==> config.mk <==
export PLATFORM = sky130hd
export DESIGN_NAME = mem_ctrl
export DESIGN_NICKNAME = d
export VERILOG_FILES = /design/src/rtl/mem_ctrl_pkg.sv /design/src/rtl/mem_byte_lane.sv /design/src/rtl/mem_ctrl.sv
export SDC_FILE = /design/constraint.sdc
export NUM_CORES = 1
export LEC_CHECK = 0
export BUFFER_PORTS_ARGS = -buffer_cell sky130_fd_sc_hd__buf_2
export CAP_MARGIN = 5
export CORE_MARGIN = 1.5
export CORE_UTILIZATION = 49
export CTS_CLUSTER_SIZE = 8
export DETAILED_ROUTE_END_ITERATION = 7
export PLACE_DENSITY = 0.8
export SYNTH_ARGS = -nofsm -noshare
export SYNTH_HDL_FRONTEND = slang
export SYNTH_SLANG_ARGS = --single-unit
==> constraint.sdc <==
create_clock -name clk -period 1.8 [get_ports clk]
set_input_delay 0 -clock clk [delete_from_list [all_inputs] [get_ports clk]]
set_output_delay 0 -clock clk [all_outputs]
set_load 0.01 [all_outputs]
==> src/rtl/mem_ctrl_pkg.sv <==
// Shared types and constants for the memory access unit.
package mem_ctrl_pkg;

  typedef enum logic [0:0] {
    StIdle,
    StReq
  } state_e;

  localparam logic [1:0] WSTRB_WORD = 2'b11;
  localparam logic [1:0] WSTRB_LO   = 2'b01;
  localparam logic [1:0] WSTRB_HI   = 2'b10;

endpackage

==> src/rtl/mem_byte_lane.sv <==
// Byte-lane steering: write-side replication/strobes and read-side lane extraction.
module mem_byte_lane
  import mem_ctrl_pkg::*;
(
  input  logic        i_wr_be,
  input  logic        i_wr_addr0,
  input  logic [15:0] i_wr_data,
  input  logic        i_rd_be,
  input  logic        i_rd_addr0,
  input  logic [15:0] i_rd_data,
  output logic [1:0]  o_wstrb,
  output logic [15:0] o_wdata,
  output logic [15:0] o_rdata
);

  always_comb begin
    o_wstrb = WSTRB_WORD;
    o_wdata = i_wr_data;
    if (i_wr_be) begin
      o_wstrb = i_wr_addr0 ? WSTRB_HI : WSTRB_LO;
      o_wdata = {2{i_wr_data[7:0]}};
    end
  end

  always_comb begin
    o_rdata = i_rd_data;
    if (i_rd_be) begin
      o_rdata = {8'h00, (i_rd_addr0 ? i_rd_data[15:8] : i_rd_data[7:0])};
    end
  end

endmodule

==> src/rtl/mem_ctrl.sv <==
// MAR/MDR memory access unit with req/ack handshake and byte lanes.
// Optional bus timeout enabled by defining MEMCTL_TIMEOUT_EN.
module mem_ctrl
  import mem_ctrl_pkg::*;
#(
  parameter int unsigned AW = 16,
  parameter int unsigned DW = 16
`ifdef MEMCTL_TIMEOUT_EN
  ,
  parameter int unsigned TIMEOUT = 15
`endif
) (
  input  logic          clk,
  input  logic          reset,
  input  logic          MAR_LOAD,
  input  logic          MDR_LOAD,
  input  logic          RE,
  input  logic          RAM_LOAD,
  input  logic          BE,
  input  logic [AW-1:0] addr_in,
  input  logic [DW-1:0] wdata_in,
  output logic [DW-1:0] rdata_out,
  output logic          busy,
  output logic          fault_r,
  output logic [AW-1:0] fault_addr,
  output logic          mem_req,
  output logic          mem_we,
  output logic [AW-2:0] mem_addr,
  output logic [1:0]    mem_wstrb,
  output logic [DW-1:0] mem_wdata,
  input  logic          mem_ack,
  input  logic [DW-1:0] mem_rdata
);

  state_e        r_state, w_state_d;
  logic [AW-1:0] r_mar, r_acc_addr, w_mar_eff;
  logic [DW-1:0] r_mdr, r_wdata, w_mdr_eff;
  logic          r_re_q, r_we, r_be;
  logic [1:0]    r_wstrb;
  logic          w_re_rise, w_start, w_done, w_timeout;
  logic [1:0]    w_wstrb;
  logic [DW-1:0] w_wdata_lane, w_rdata_lane;

  // Loads in the same cycle as a request take effect before the request is captured.
  always_comb begin
    w_mar_eff = MAR_LOAD ? addr_in : r_mar;
    w_mdr_eff = MDR_LOAD ? wdata_in : r_mdr;
    w_re_rise = RE & ~r_re_q;
    w_start   = (r_state == StIdle) & (RAM_LOAD | w_re_rise);
    w_done    = (r_state == StReq) & mem_ack;
  end

  mem_byte_lane u_lane (
    .i_wr_be    (BE),
    .i_wr_addr0 (w_mar_eff[0]),
    .i_wr_data  (w_mdr_eff),
    .i_rd_be    (r_be),
    .i_rd_addr0 (r_acc_addr[0]),
    .i_rd_data  (mem_rdata),
    .o_wstrb    (w_wstrb),
    .o_wdata    (w_wdata_lane),
    .o_rdata    (w_rdata_lane)
  );

  always_ff @(posedge clk) begin
    if (reset) begin
      r_state <= StIdle;
    end else begin
      r_state <= w_state_d;
    end
  end

  always_comb begin
    w_state_d = r_state;
    unique case (r_state)
      StIdle: if (w_start) w_state_d = StReq;
      StReq:  if (mem_ack || w_timeout) w_state_d = StIdle;
      default: w_state_d = StIdle;
    endcase
  end

  always_ff @(posedge clk) begin
    if (reset) begin
      r_mar      <= '0;
      r_mdr      <= '0;
      r_re_q     <= 1'b0;
      r_acc_addr <= '0;
      r_we       <= 1'b0;
      r_be       <= 1'b0;
      r_wstrb    <= '0;
      r_wdata    <= '0;
    end else begin
      r_re_q <= RE;
      if (MAR_LOAD) r_mar <= addr_in;
      // A completing read overrides a concurrent MDR load.
      if (w_done && !r_we) begin
        r_mdr <= w_rdata_lane;
      end else if (MDR_LOAD) begin
        r_mdr <= wdata_in;
      end
      // Write wins over a simultaneous read edge.
      if (w_start) begin
        r_acc_addr <= w_mar_eff;
        r_we       <= RAM_LOAD;
        r_be       <= BE;
        r_wstrb    <= w_wstrb;
        r_wdata    <= w_wdata_lane;
      end
    end
  end

`ifdef MEMCTL_TIMEOUT_EN
  localparam int unsigned CntW = $clog2(TIMEOUT + 1);

  logic [CntW-1:0] r_cnt;
  logic            r_fault;
  logic [AW-1:0]   r_fault_addr;

  assign w_timeout = (r_state == StReq) && !mem_ack && (r_cnt == CntW'(TIMEOUT - 1));

  always_ff @(posedge clk) begin
    if (reset) begin
      r_cnt        <= '0;
      r_fault      <= 1'b0;
      r_fault_addr <= '0;
    end else begin
      r_fault <= w_timeout;
      if (w_start) begin
        r_cnt <= '0;
      end else if ((r_state == StReq) && !mem_ack) begin
        r_cnt <= r_cnt + CntW'(1);
      end
      if (w_timeout) r_fault_addr <= r_acc_addr;
    end
  end

  assign fault_r    = r_fault;
  assign fault_addr = r_fault_addr;
`else
  assign w_timeout  = 1'b0;
  assign fault_r    = 1'b0;
  assign fault_addr = '0;
`endif

  assign rdata_out = r_mdr;
  assign mem_req   = (r_state == StReq);
  assign busy      = (r_state == StReq);
  assign mem_we    = r_we;
  assign mem_addr  = r_acc_addr[AW-1:1];
  assign mem_wstrb = r_wstrb;
  assign mem_wdata = r_wdata;

endmodule

==> metrics.txt, run 1 <==
# TYPE chip_impl_metric gauge
chip_impl_metric{name="stdcell_area",unit="um^2"} 4190
chip_impl_metric{name="power_density",unit="nW/um^2"} 912
chip_impl_metric{name="post_drt_via_cell_ratio",unit=""} 5.02
chip_impl_info{name="post-synth-top-count-cell",value="sky130_fd_sc_hd__dfxtp_1"} 1
chip_impl_info{name="timing.critical_path.cells",value="nand2_1 -> nor2_4 -> nor2_1 -> a311oi_1"} 1
chip_impl_metric{name="global_route.usage.met1",unit="%"} 27.3
chip_impl_metric{name="dpl_worst_slack",unit="ps"} 328
chip_impl_info{name="synth_largest_area_cell",value="sky130_fd_sc_hd__dfxtp_1"} 1
chip_impl_metric{name="postSynthRegisterBits",unit=""} 70
chip_impl_metric{name="grt_max_degree",unit=""} 71
chip_impl_metric{name="placementRows",unit=""} 29
chip_impl_metric{name="setup_violations",unit=""} 0
chip_impl_metric{name="fin_crit_sh",unit="%"} 82.8
chip_impl_metric{name="number_of_failing_hold_endpoints_at_the_final_stage",unit=""} 0
chip_impl_metric{name="worstPathArrival",unit="ps"} 1730
chip_impl_info{name="worst_setup_path_start_kind",value="register"} 1
chip_impl_metric{name="die-width",unit="um"} 83.8
chip_impl_metric{name="io-pin-count",unit=""} 125
chip_impl_metric{name="dieArea",unit="um^2"} 7020
chip_impl_info{name="cts-root-buf",value="sky130_fd_sc_hd__clkbuf_8"} 1
chip_impl_metric{name="dpl-instance-area",unit="um^2"} 3650
chip_impl_metric{name="syn_to_layout_area_delta",unit="%"} 30.9
chip_impl_metric{name="fin_setup_tns",unit="ps"} 0
chip_impl_info{name="setup.worst_path.class",value="register to register"} 1
chip_impl_info{name="synthTopCellsByCount",value="sky130_fd_sc_hd__dfxtp_1 (70), sky130_fd_sc_hd__nor2_1 (56), sky130_fd_sc_hd__mux2i_1 (34)"} 1
chip_impl_metric{name="cts_max_path_buffers",unit=""} 2
chip_impl_metric{name="starting_density_of_the_core",unit="%"} 50.6
chip_impl_metric{name="vdd.ir_drop.worst",unit="mV"} 0.488
chip_impl_metric{name="drc_errors",unit=""} 0
chip_impl_metric{name="final.min_clock_period",unit="ps"} 1490
chip_impl_metric{name="worst-slew-pin-transition",unit="ps"} 503
chip_impl_metric{name="drtAntennaViolNets",unit=""} 0
chip_impl_metric{name="synth.yosys.seq_area_share",unit="%"} 43.8
chip_impl_metric{name="clk_transition_reported_paths",unit="ps"} 70
chip_impl_metric{name="grt.total_usage",unit="%"} 21.6
chip_impl_metric{name="cp_max_fo",unit=""} 24
chip_impl_metric{name="regToRegSetupSlack",unit="ps"} 310
chip_impl_info{name="grt.busiest_layer",value="met2"} 1
chip_impl_metric{name="syn_inst",unit=""} 317
chip_impl_metric{name="critical_path.max_stage_delay",unit="ps"} 430
chip_impl_metric{name="clkLatencyLatePin",unit="ps"} 340
chip_impl_metric{name="dp.final_hpwl",unit="um"} 4880
chip_impl_metric{name="net_count_reported_at_finish",unit=""} 504
chip_impl_metric{name="synthArstFlopShare",unit="%"} 0
chip_impl_metric{name="grt_overflow_total",unit=""} 0
chip_impl_info{name="critical_path.startpoint",value="busy"} 1
chip_impl_info{name="synth_flop_cell",value="sky130_fd_sc_hd__dfxtp_1"} 1
chip_impl_metric{name="static-leakage-power",unit="nW"} 1.99
chip_impl_metric{name="final_estimated_routing_congestion_in_global_placement",unit=""} 0.769
chip_impl_metric{name="netlist_area_before_placement",unit="um^2"} 3200
chip_impl_metric{name="detail_route.first_pass.iterations",unit=""} 5
chip_impl_metric{name="max-cap-violations",unit=""} 0
chip_impl_metric{name="ctsHtreeMaxLevel",unit=""} 3
chip_impl_info{name="critical-path-top-delay-family",value="simple AND/OR/NAND/NOR gates"} 1
chip_impl_info{name="critical_path.reg2reg.startpoint",value="busy"} 1
chip_impl_metric{name="design.core.area",unit="um^2"} 6310
chip_impl_metric{name="wire_per_inst",unit="um"} 13.9
chip_impl_metric{name="grt_use_met2",unit="%"} 35.6
chip_impl_metric{name="worst_reg2reg_path_length_in_cells",unit=""} 4
chip_impl_metric{name="hold_ws",unit="ps"} 6.17
chip_impl_metric{name="vias_in_the_first_global_route",unit=""} 2613
chip_impl_info{name="ys_top_cells_by_area",value="sky130_fd_sc_hd__dfxtp_1 (44%), sky130_fd_sc_hd__mux2i_1 (11%), sky130_fd_sc_hd__nor2_1 (6.6%)"} 1
chip_impl_metric{name="antenna_cells_inserted",unit=""} 0
chip_impl_metric{name="grtUsageMet3",unit="%"} 4.25
chip_impl_metric{name="grt_antenna_before_repair",unit=""} 0
chip_impl_metric{name="final_skew",unit="ps"} 8.45
chip_impl_metric{name="fin_ws",unit="ps"} 309
chip_impl_metric{name="timing.critical_path.buf_inv",unit=""} 0
chip_impl_info{name="run_status",value="finished, final reports clean"} 1
chip_impl_info{name="min_path_type",value="primary input to register"} 1
chip_impl_metric{name="cts_setup_buffers",unit=""} 0
chip_impl_metric{name="gates_resized_cts_repair",unit=""} 0
chip_impl_info{name="tritoncts_clock_tree",value="built"} 1
chip_impl_info{name="r2r_end",value="rdata_out[0]"} 1
chip_impl_metric{name="syn-mean-instance-area",unit="um^2"} 10.1
chip_impl_metric{name="vias",unit=""} 2659
chip_impl_info{name="worst_path_max_delay_cell",value="sky130_fd_sc_hd__dfxtp_1"} 1
chip_impl_metric{name="die_y",unit="um"} 83.8
chip_impl_metric{name="yosys_synthesis_warning_count",unit=""} 0
chip_impl_metric{name="dr.first_iter.drc_count",unit=""} 87
chip_impl_info{name="grt_setup_unrepaired",value="false"} 1
chip_impl_metric{name="synth.distinct_cells",unit=""} 30
chip_impl_info{name="timing.critical_path.to",value="rdata_out[0]"} 1
chip_impl_metric{name="final_layout_size_suffix_gt1_share",unit="%"} 38.6
chip_impl_metric{name="cts_inserted_buffers",unit=""} 9
chip_impl_metric{name="synth_enable_flop_cells",unit=""} 0
chip_impl_metric{name="place.port_buffers",unit=""} 107
chip_impl_metric{name="numClockSinks",unit=""} 70
chip_impl_info{name="end_kind",value="register"} 1
chip_impl_metric{name="grt_first_pass_wirelength",unit="um"} 12200
chip_impl_metric{name="worst-endpoint-required",unit="ps"} 2040
chip_impl_metric{name="final-max-slew-violation-count",unit=""} 0
chip_impl_metric{name="fmax",unit="GHz"} 0.671
chip_impl_metric{name="fin_util",unit="%"} 66.3
chip_impl_metric{name="netlist.area_leader.share",unit="%"} 43.8
chip_impl_metric{name="worstSetupPathDepth",unit=""} 4
chip_impl_metric{name="routed_wirelength",unit="um"} 7360
chip_impl_metric{name="maxSlewHeadroom",unit="%"} 66.4
## worst min-delay path by stage
stage | start | to | slack, ps | cells after the start
final | addr_in[0] | r_mar[0] | 6 | 3
after global routing | addr_in[0] | r_mar[0] | 30 | 3
after CTS | addr_in[0] | r_mar[0] | 3 | 3
after detailed placement | addr_in[4] | r_mar[4] | 270 | 3
after global placement | addr_in[1] | r_mar[1] | 260 | 3
after floorplan | RE | r_re_q | 130 | 1
## kinds of logic after synthesis
| group | after synthesis | share of synthesized area (%) |
|---|---|---|
| simple gates | 99 | 14.0 |
| flops | 70 | 43.8 |
| mux | 58 | 20.3 |
| buf+inv | 53 | 11.1 |
| compound gates | 36 | 10.7 |
| other cells | 1 | 0.117 |
## worst min-delay path: stages
cell and delay (ps):
sky130_fd_sc_hd__buf_2 80, sky130_fd_sc_hd__mux2i_1 120, sky130_fd_sc_hd__nor2_1 100
## per-layer routing
layer / up-vias / wire, um
met5: - / 0
met4: 0 / 130
met3: 16 / 416
met2: 105 / 3630
met1: 1235 / 3190
li1: 1303 / -
## metrics by stage
stage | instances | power (W)
2_1_floorplan | 333 | 0.00230
3_3_place_gp | 481 | 0.00247
3_5_place_dp | 481 | 0.00249
4_1_cts | 530 | 0.00384
5_1_grt | 530 | 0.00400
6_report | 530 | 0.00382
## power by group
| group | leakage, nW | internal, W | switching, W |
|---|---|---|---|
| combinational | 1.31 | 0.000374 | 0.000403 |
| sequential | 0.578 | 0.00168 | 0.0000623 |
| clock | 0.0976 | 0.000713 | 0.000590 |
| total | 1.99 | 0.00276 | 0.00106 |
## sequential cells by signal, indices dropped and copies added, names as in the netlist
| signal | flops |
|---|---|
| r_re_q | 1 |
| mem_wstrb | 2 |
| r_mar | 16 |
| r_acc_addr | 16 |
| mem_we | 1 |
| rdata_out | 16 |
| busy | 1 |
| r_be | 1 |
| mem_wdata | 16 |
## area by class of cell
type | count | area, um^2
Fill cell | 510 | 2130
Clock inverter | 5 | 57.6
Tap cell | 77 | 96.3
Inverter | 11 | 41.3
Sequential cell | 70 | 1400
Multi-Input combinational cell | 210 | 1500
Timing Repair Buffer | 146 | 936
Clock buffer | 11 | 151
## layout by cell type (no fill, tap or decap), drive strengths merged
master         n
inv           11
bufinv         1
clkinv         1
buf          113
nand2         18
dfxtp         70
a21oi          9
a211oi        16
a31oi          1
a311oi        10
nand2b         2
mux2          24
nor2b          1
nand3b         8
mux2i         34
nor2          61
clkinvlp       3
or2            1
clkbuf        11
nand3          8
conb          17
dlygate4sd3   33
## timing repair
| action | CTS | global route |
|---|---|---|
| endpoints found under the setup margin | 0 | 0 |
| hold buffers | 33 | 0 |
| endpoints found under the hold margin | 34 | 0 |
No activity file was read; power rests on OpenSTA's default activity.
==> inputs of run 2 (changes only) <==
- clock period: 1.8 -> 1.4 ns (I/O delays scaled with it)
==> run 2 against run 1 <==
  * Clock power up 41%
  * Maximum frequency increased by 13%
  * Highest routed layer unchanged
  * Combinational power grew 36%
  * Largest cell class unchanged
  * Hold slack improved by 32 ps
==> metrics.txt, run 2 (synthesis results as in run 1) <==
# TYPE chip_impl_metric gauge
chip_impl_metric{name="drc_errors",unit=""} 0
chip_impl_metric{name="wire_per_inst",unit="um"} 14.4
chip_impl_metric{name="dp.final_hpwl",unit="um"} 5040
chip_impl_info{name="end_kind",value="register"} 1
chip_impl_metric{name="grt_overflow_total",unit=""} 0
chip_impl_metric{name="final_layout_size_suffix_gt1_share",unit="%"} 39.9
chip_impl_metric{name="cts_inserted_buffers",unit=""} 9
chip_impl_metric{name="hold_ws",unit="ps"} 38.5
chip_impl_metric{name="number_of_failing_hold_endpoints_at_the_final_stage",unit=""} 0
chip_impl_metric{name="grt.total_usage",unit="%"} 21.9
chip_impl_info{name="run_status",value="finished, final reports clean"} 1
chip_impl_metric{name="routed_wirelength",unit="um"} 7760
chip_impl_metric{name="fin_ws",unit="ps"} 82.8
chip_impl_metric{name="io-pin-count",unit=""} 125
chip_impl_info{name="worst_setup_path_start_kind",value="register"} 1
chip_impl_metric{name="clk_transition_reported_paths",unit="ps"} 70
chip_impl_metric{name="grt_antenna_before_repair",unit=""} 0
chip_impl_metric{name="cp_max_fo",unit=""} 17
chip_impl_info{name="final_common_cell",value="sky130_fd_sc_hd__buf_2"} 1
chip_impl_metric{name="static-leakage-power",unit="nW"} 2.07
chip_impl_metric{name="critical_path.max_stage_delay",unit="ps"} 300
chip_impl_info{name="cts-root-buf",value="sky130_fd_sc_hd__clkbuf_8"} 1
chip_impl_metric{name="vias_in_the_first_global_route",unit=""} 2612
chip_impl_metric{name="dpl_worst_slack",unit="ps"} 19.6
chip_impl_metric{name="design.core.area",unit="um^2"} 6310
chip_impl_metric{name="regToRegSetupSlack",unit="ps"} 80
chip_impl_metric{name="grt_first_pass_wirelength",unit="um"} 12300
chip_impl_metric{name="drtAntennaViolNets",unit=""} 0
chip_impl_info{name="layout_common_cells",value="sky130_fd_sc_hd__buf_2 (107), sky130_fd_sc_hd__dfxtp_1 (69), sky130_fd_sc_hd__nor2_1 (56), sky130_fd_sc_hd__mux2i_1 (34), sky130_fd_sc_hd__dlygate4sd3_1 (33)"} 1
chip_impl_info{name="grt_setup_unrepaired",value="false"} 1
chip_impl_metric{name="dr.first_iter.drc_count",unit=""} 102
chip_impl_metric{name="final-max-slew-violation-count",unit=""} 0
chip_impl_metric{name="final_skew",unit="ps"} 8.68
chip_impl_metric{name="dieArea",unit="um^2"} 7020
chip_impl_info{name="tritoncts_clock_tree",value="built"} 1
chip_impl_metric{name="detail_route.first_pass.iterations",unit=""} 4
chip_impl_metric{name="clkLatencyLatePin",unit="ps"} 330
chip_impl_metric{name="post_drt_via_cell_ratio",unit=""} 5.04
chip_impl_info{name="timing.critical_path.cells",value="nand2b_4 -> a21oi_4 -> buf_12 -> buf_4 -> nor2_1 -> a211oi_2"} 1
chip_impl_metric{name="placementRows",unit=""} 29
chip_impl_metric{name="setup_violations",unit=""} 0
chip_impl_metric{name="die_y",unit="um"} 83.8
chip_impl_metric{name="cts_max_path_buffers",unit=""} 2
chip_impl_metric{name="grt_max_degree",unit=""} 36
chip_impl_metric{name="antenna_cells_inserted",unit=""} 0
chip_impl_metric{name="place.port_buffers",unit=""} 107
chip_impl_metric{name="final_estimated_routing_congestion_in_global_placement",unit=""} 0.780
chip_impl_metric{name="net_count_reported_at_finish",unit=""} 512
chip_impl_metric{name="worstPathArrival",unit="ps"} 1560
chip_impl_metric{name="fin_setup_tns",unit="ps"} 0
chip_impl_metric{name="worst-endpoint-required",unit="ps"} 1650
chip_impl_metric{name="numClockSinks",unit=""} 70
chip_impl_info{name="worst_path_max_delay_cell",value="sky130_fd_sc_hd__dfxtp_1"} 1
chip_impl_metric{name="power_density",unit="nW/um^2"} 1190
chip_impl_metric{name="fmax",unit="GHz"} 0.759
chip_impl_metric{name="syn_to_layout_area_delta",unit="%"} 35.4
chip_impl_metric{name="ctsHtreeMaxLevel",unit=""} 3
chip_impl_metric{name="max-cap-violations",unit=""} 0
chip_impl_metric{name="starting_density_of_the_core",unit="%"} 50.6
chip_impl_metric{name="final.min_clock_period",unit="ps"} 1320
chip_impl_metric{name="fin_crit_sh",unit="%"} 94.1
chip_impl_metric{name="vdd.ir_drop.worst",unit="mV"} 0.664
chip_impl_metric{name="vias",unit=""} 2713
chip_impl_info{name="setup.worst_path.class",value="register to register"} 1
chip_impl_metric{name="die-width",unit="um"} 83.8
chip_impl_info{name="min_path_type",value="primary input to register"} 1
==> run 2: changes by cell type in the layout (fill, tap and decap cells not counted), sizes merged <==
cell / previous run / this run
bufinv: 1 / 2
clkinvlp: 3 / 1
clkbuf: 11 / 12
buf: 113 / 120
clkinv: 1 / 2
==> run 2: final timing paths <==
path	from	cells after the start	end
max reg2reg	r_re_q	6	r_acc_addr[8]
max	r_re_q	6	r_acc_addr[8]
min	mem_ack	4	busy
min reg2reg	mem_wdata[4]	2	mem_wdata[4]
==> run 2: final cells by class <==
cell class	instances	area (um^2)
tap	77	96.3
multi-input combinational	210	1500
fill	502	1980
clock inverter	5	81.3
inverter	11	41.3
clock buffer	11	151
sequential	70	1400
timing repair buffer	154	1050
==> run 2: routing by layer <==
layer  routed length (um)  share of wire, %  track usage (%)  vias up
met4                  175               2.3             10.6        0
met3                  413               5.3             3.56       15
li1                     -                 -                -     1322
met1                 3410                44             28.2     1263
met5                    0                 0                0        -
met2                 3760                48             35.7      113
==> run 2: through the flow <==
| stage | util [%] | instances | power [W] | area [um^2] |
|---|---|---|---|---|
| floorplan | - | 333 | 0.00295 | 3260 |
| global placement | 59.1 | 487 | 0.00321 | 3730 |
| detailed placement | 59.1 | 487 | 0.00324 | 3730 |
| CTS | 68.0 | 536 | 0.00516 | 4290 |
| global route | 68.6 | 538 | 0.00538 | 4330 |
| finish | 68.6 | 538 | 0.00514 | 4330 |
==> run 2: worst max-delay path: cells and delay by family, from the launching register on <==
family | cells | cell delay [ps]
flops | 1 | 300
simple gates | 2 | 200
buf+inv | 2 | 360
compound gates | 2 | 370
==> run 2: where the power goes <==
part           leakage [nW]  total [W]  internal (W)  switching (W)
combinational          1.37    0.00106      0.000528       0.000536
clock                 0.116    0.00183       0.00110       0.000733
sequential            0.578    0.00224       0.00215      0.0000864
==> run 2: what timing repair did <==
item | in CTS | in global routing
setup endpoints to repair | 0 | 19
endpoints found under the hold margin | 34 | 0
buffers inserted | 0 | 1
hold buffers | 33 | 0
gates resized for setup | 0 | 2
==> inputs of run 3 (changes only) <==
- CELL_PAD_IN_SITES_DETAIL_PLACEMENT: not set -> 1
- CELL_PAD_IN_SITES_GLOBAL_PLACEMENT: not set -> 2
- CORE_UTILIZATION: 49 -> 29
- PLACE_DENSITY: 0.8 -> not set
- PLACE_DENSITY_LB_ADDON: not set -> 0.1
==> run 3 against run 2 <==
  * First-iteration DRC count is 43% lower
  * Setup slack improved by 18 ps
  * Power shrank 0.23%
  * Hold slack worse by 11 ps
  * Die area grew 66%
  * Flip-flop and latch count unchanged
==> metrics.txt, run 3 (synthesis results as in run 1) <==
# TYPE chip_impl_metric gauge
chip_impl_metric{name="power_density",unit="nW/um^2"} 1160
chip_impl_metric{name="vdd.ir_drop.worst",unit="mV"} 0.523
chip_impl_metric{name="post_drt_via_cell_ratio",unit=""} 4.43
chip_impl_metric{name="vias",unit=""} 2660
chip_impl_metric{name="power.share.sequential",unit="%"} 43.6
chip_impl_metric{name="final-max-slew-violation-count",unit=""} 0
chip_impl_metric{name="multiInputGateArea",unit="um^2"} 1500
chip_impl_metric{name="power_frac_comb",unit="%"} 20.8
chip_impl_metric{name="cp_max_fo",unit=""} 7
chip_impl_info{name="worst_setup_path_start_kind",value="register"} 1
chip_impl_metric{name="final_layout_size_suffix_gt1_share",unit="%"} 39.9
chip_impl_metric{name="grt_antenna_before_repair",unit=""} 0
chip_impl_metric{name="final_skew",unit="ps"} 8.08
chip_impl_metric{name="dieArea",unit="um^2"} 11700
chip_impl_metric{name="drc_errors",unit=""} 0
chip_impl_metric{name="grt_overflow_total",unit=""} 0
chip_impl_metric{name="max-cap-violations",unit=""} 0
chip_impl_metric{name="fin_crit_sh",unit="%"} 92.8
chip_impl_metric{name="fmax",unit="GHz"} 0.770
chip_impl_metric{name="ctsHtreeMaxLevel",unit=""} 3
chip_impl_metric{name="worst-endpoint-required",unit="ps"} 1680
chip_impl_info{name="tritoncts_clock_tree",value="built"} 1
chip_impl_metric{name="starting_density_of_the_core",unit="%"} 29.6
chip_impl_metric{name="design.core.area",unit="um^2"} 10800
chip_impl_metric{name="cts_max_path_buffers",unit=""} 2
chip_impl_metric{name="grt.total_usage",unit="%"} 15.0
chip_impl_metric{name="dr.first_iter.drc_count",unit=""} 58
chip_impl_info{name="grt_setup_unrepaired",value="false"} 1
chip_impl_metric{name="fin_setup_tns",unit="ps"} 0
chip_impl_info{name="critical_path.startpoint",value="r_re_q"} 1
chip_impl_metric{name="clkLatencyLatePin",unit="ps"} 340
chip_impl_metric{name="detail_route.first_pass.iterations",unit=""} 4
chip_impl_metric{name="worstPathArrival",unit="ps"} 1580
chip_impl_metric{name="switching_power",unit="W"} 0.00143
chip_impl_info{name="r2r_end",value="mem_wdata[8]"} 1
chip_impl_info{name="cts-root-buf",value="sky130_fd_sc_hd__clkbuf_8"} 1
chip_impl_metric{name="routed_wirelength",unit="um"} 8480
chip_impl_info{name="layout_common_cells",value="sky130_fd_sc_hd__buf_2 (107), sky130_fd_sc_hd__dfxtp_1 (69), sky130_fd_sc_hd__nor2_1 (56), sky130_fd_sc_hd__mux2i_1 (34), sky130_fd_sc_hd__dlygate4sd3_1 (33)"} 1
chip_impl_info{name="critical_path.reg2reg.startpoint",value="r_re_q"} 1
chip_impl_info{name="run_status",value="finished, final reports clean"} 1
chip_impl_info{name="end_kind",value="register"} 1
chip_impl_metric{name="die_y",unit="um"} 108
chip_impl_metric{name="dpl-instance-area",unit="um^2"} 3820
chip_impl_metric{name="syn_to_layout_area_delta",unit="%"} 37.8
chip_impl_metric{name="die-width",unit="um"} 108
chip_impl_metric{name="filler_cell_count",unit=""} 1269
chip_impl_metric{name="cts_inserted_buffers",unit=""} 9
chip_impl_metric{name="switching_part_of_the_total",unit="%"} 27.9
chip_impl_metric{name="fin_ws",unit="ps"} 101
chip_impl_metric{name="dpl_worst_slack",unit="ps"} 49.9
chip_impl_metric{name="grt_first_pass_wirelength",unit="um"} 13500
chip_impl_info{name="timing.critical_path.to",value="mem_wdata[8]"} 1
chip_impl_metric{name="antenna_cells_inserted",unit=""} 0
chip_impl_metric{name="internal_power",unit="W"} 0.00370
chip_impl_metric{name="place.port_buffers",unit=""} 107
chip_impl_metric{name="net_count_reported_at_finish",unit=""} 512
chip_impl_metric{name="pwr-share-clk",unit="%"} 35.6
chip_impl_metric{name="vias_in_the_first_global_route",unit=""} 2714
chip_impl_info{name="setup.worst_path.class",value="register to register"} 1
chip_impl_metric{name="drtAntennaViolNets",unit=""} 0
chip_impl_metric{name="dp.final_hpwl",unit="um"} 5610
chip_impl_metric{name="placementRows",unit=""} 38
chip_impl_info{name="final_common_cell",value="sky130_fd_sc_hd__buf_2"} 1
chip_impl_metric{name="wire_per_inst",unit="um"} 14.1
chip_impl_info{name="min_path_type",value="primary input to register"} 1
chip_impl_metric{name="regToRegSetupSlack",unit="ps"} 100
chip_impl_metric{name="stdcell_area",unit="um^2"} 4410
chip_impl_metric{name="final_estimated_routing_congestion_in_global_placement",unit=""} 0.678
chip_impl_metric{name="number_of_failing_hold_endpoints_at_the_final_stage",unit=""} 0
chip_impl_metric{name="final.min_clock_period",unit="ps"} 1300
chip_impl_metric{name="fin_util",unit="%"} 40.8
chip_impl_metric{name="static-leakage-power",unit="nW"} 2.06
chip_impl_metric{name="area.sequential",unit="um^2"} 1400
chip_impl_metric{name="numClockSinks",unit=""} 70
chip_impl_metric{name="io-pin-count",unit=""} 125
chip_impl_metric{name="worst_reg2reg_path_length_in_cells",unit=""} 5
chip_impl_metric{name="setup_violations",unit=""} 0
chip_impl_metric{name="clk_transition_reported_paths",unit="ps"} 80
chip_impl_metric{name="grt_max_degree",unit=""} 71
run 3: cell types whose count changed in the layout (fill, tap and decap cells not counted), sizes merged:
cell      previous run  this run
clkbuf              12        10
clkinvlp             1         2
inv                 11        12
run 3: worst min-delay path by stage:
| stage | endpoint | depth (start not counted) | slack (ps) | start |
|---|---|---|---|---|
| final | mem_wstrb[0] | 4 | 30 | addr_in[0] |
| after global routing | mem_wstrb[0] | 4 | 30 | addr_in[0] |
| after CTS | mem_wstrb[0] | 4 | 10 | addr_in[0] |
| after detailed placement | mem_we | 3 | 270 | RAM_LOAD |
| after global placement | mem_we | 3 | 260 | RAM_LOAD |
| after floorplan | r_re_q | 1 | 130 | RE |
run 3: final cells by class:
class	count	area share, %
clock inverter	7	2.22
timing repair buffer	154	24.1
clock buffer	9	2.81
tap	140	3.98
multi-input combinational	210	34.1
inverter	11	0.937
sequential	70	31.8
run 3: repair_timing:
item,CTS,global route
hold buffers,33,0
endpoints found under the setup margin,0,20
gates resized for setup,0,1
endpoints found under the hold margin,34,0
setup buffers,0,1
run 3: power by group through the flow:
stage               Combinational (W)  Clock (W)  Sequential, W
floorplan                    0.000623          0        0.00233
global placement             0.000978          0        0.00228
detailed placement           0.000992          0        0.00228
CTS                           0.00106    0.00189        0.00224
global route                  0.00118    0.00199        0.00226
finish                        0.00107    0.00182        0.00224
run 3: layer usage:
metal  routed length [um]  share of wire, %  vias up  GRT usage (%)
met5                    0                 0        -              0
met4                   64              0.75        0           4.23
met3                  409               4.8        5           3.62
met2                 3850                45       72           23.5
met1                 4160                49     1269           20.4
li1                     -                 -     1314              -
run 3: through the flow:
step           hold slack [ps]  instances  total power (W)
6_report                  27.0        601          0.00513
5_1_grt                   33.9        601          0.00543
4_1_cts                   13.0        599          0.00520
3_5_place_dp               266        550          0.00328
3_3_place_gp               258        550          0.00326
2_1_floorplan              128        333          0.00295
run 3: worst max-delay path, cell delays in order (launching register included):
cell and delay, ps:
sky130_fd_sc_hd__dfxtp_1 300, sky130_fd_sc_hd__nand2b_4 140, sky130_fd_sc_hd__a21oi_4 170, sky130_fd_sc_hd__buf_4 210, sky130_fd_sc_hd__mux2_2 340, sky130_fd_sc_hd__nor2_1 80
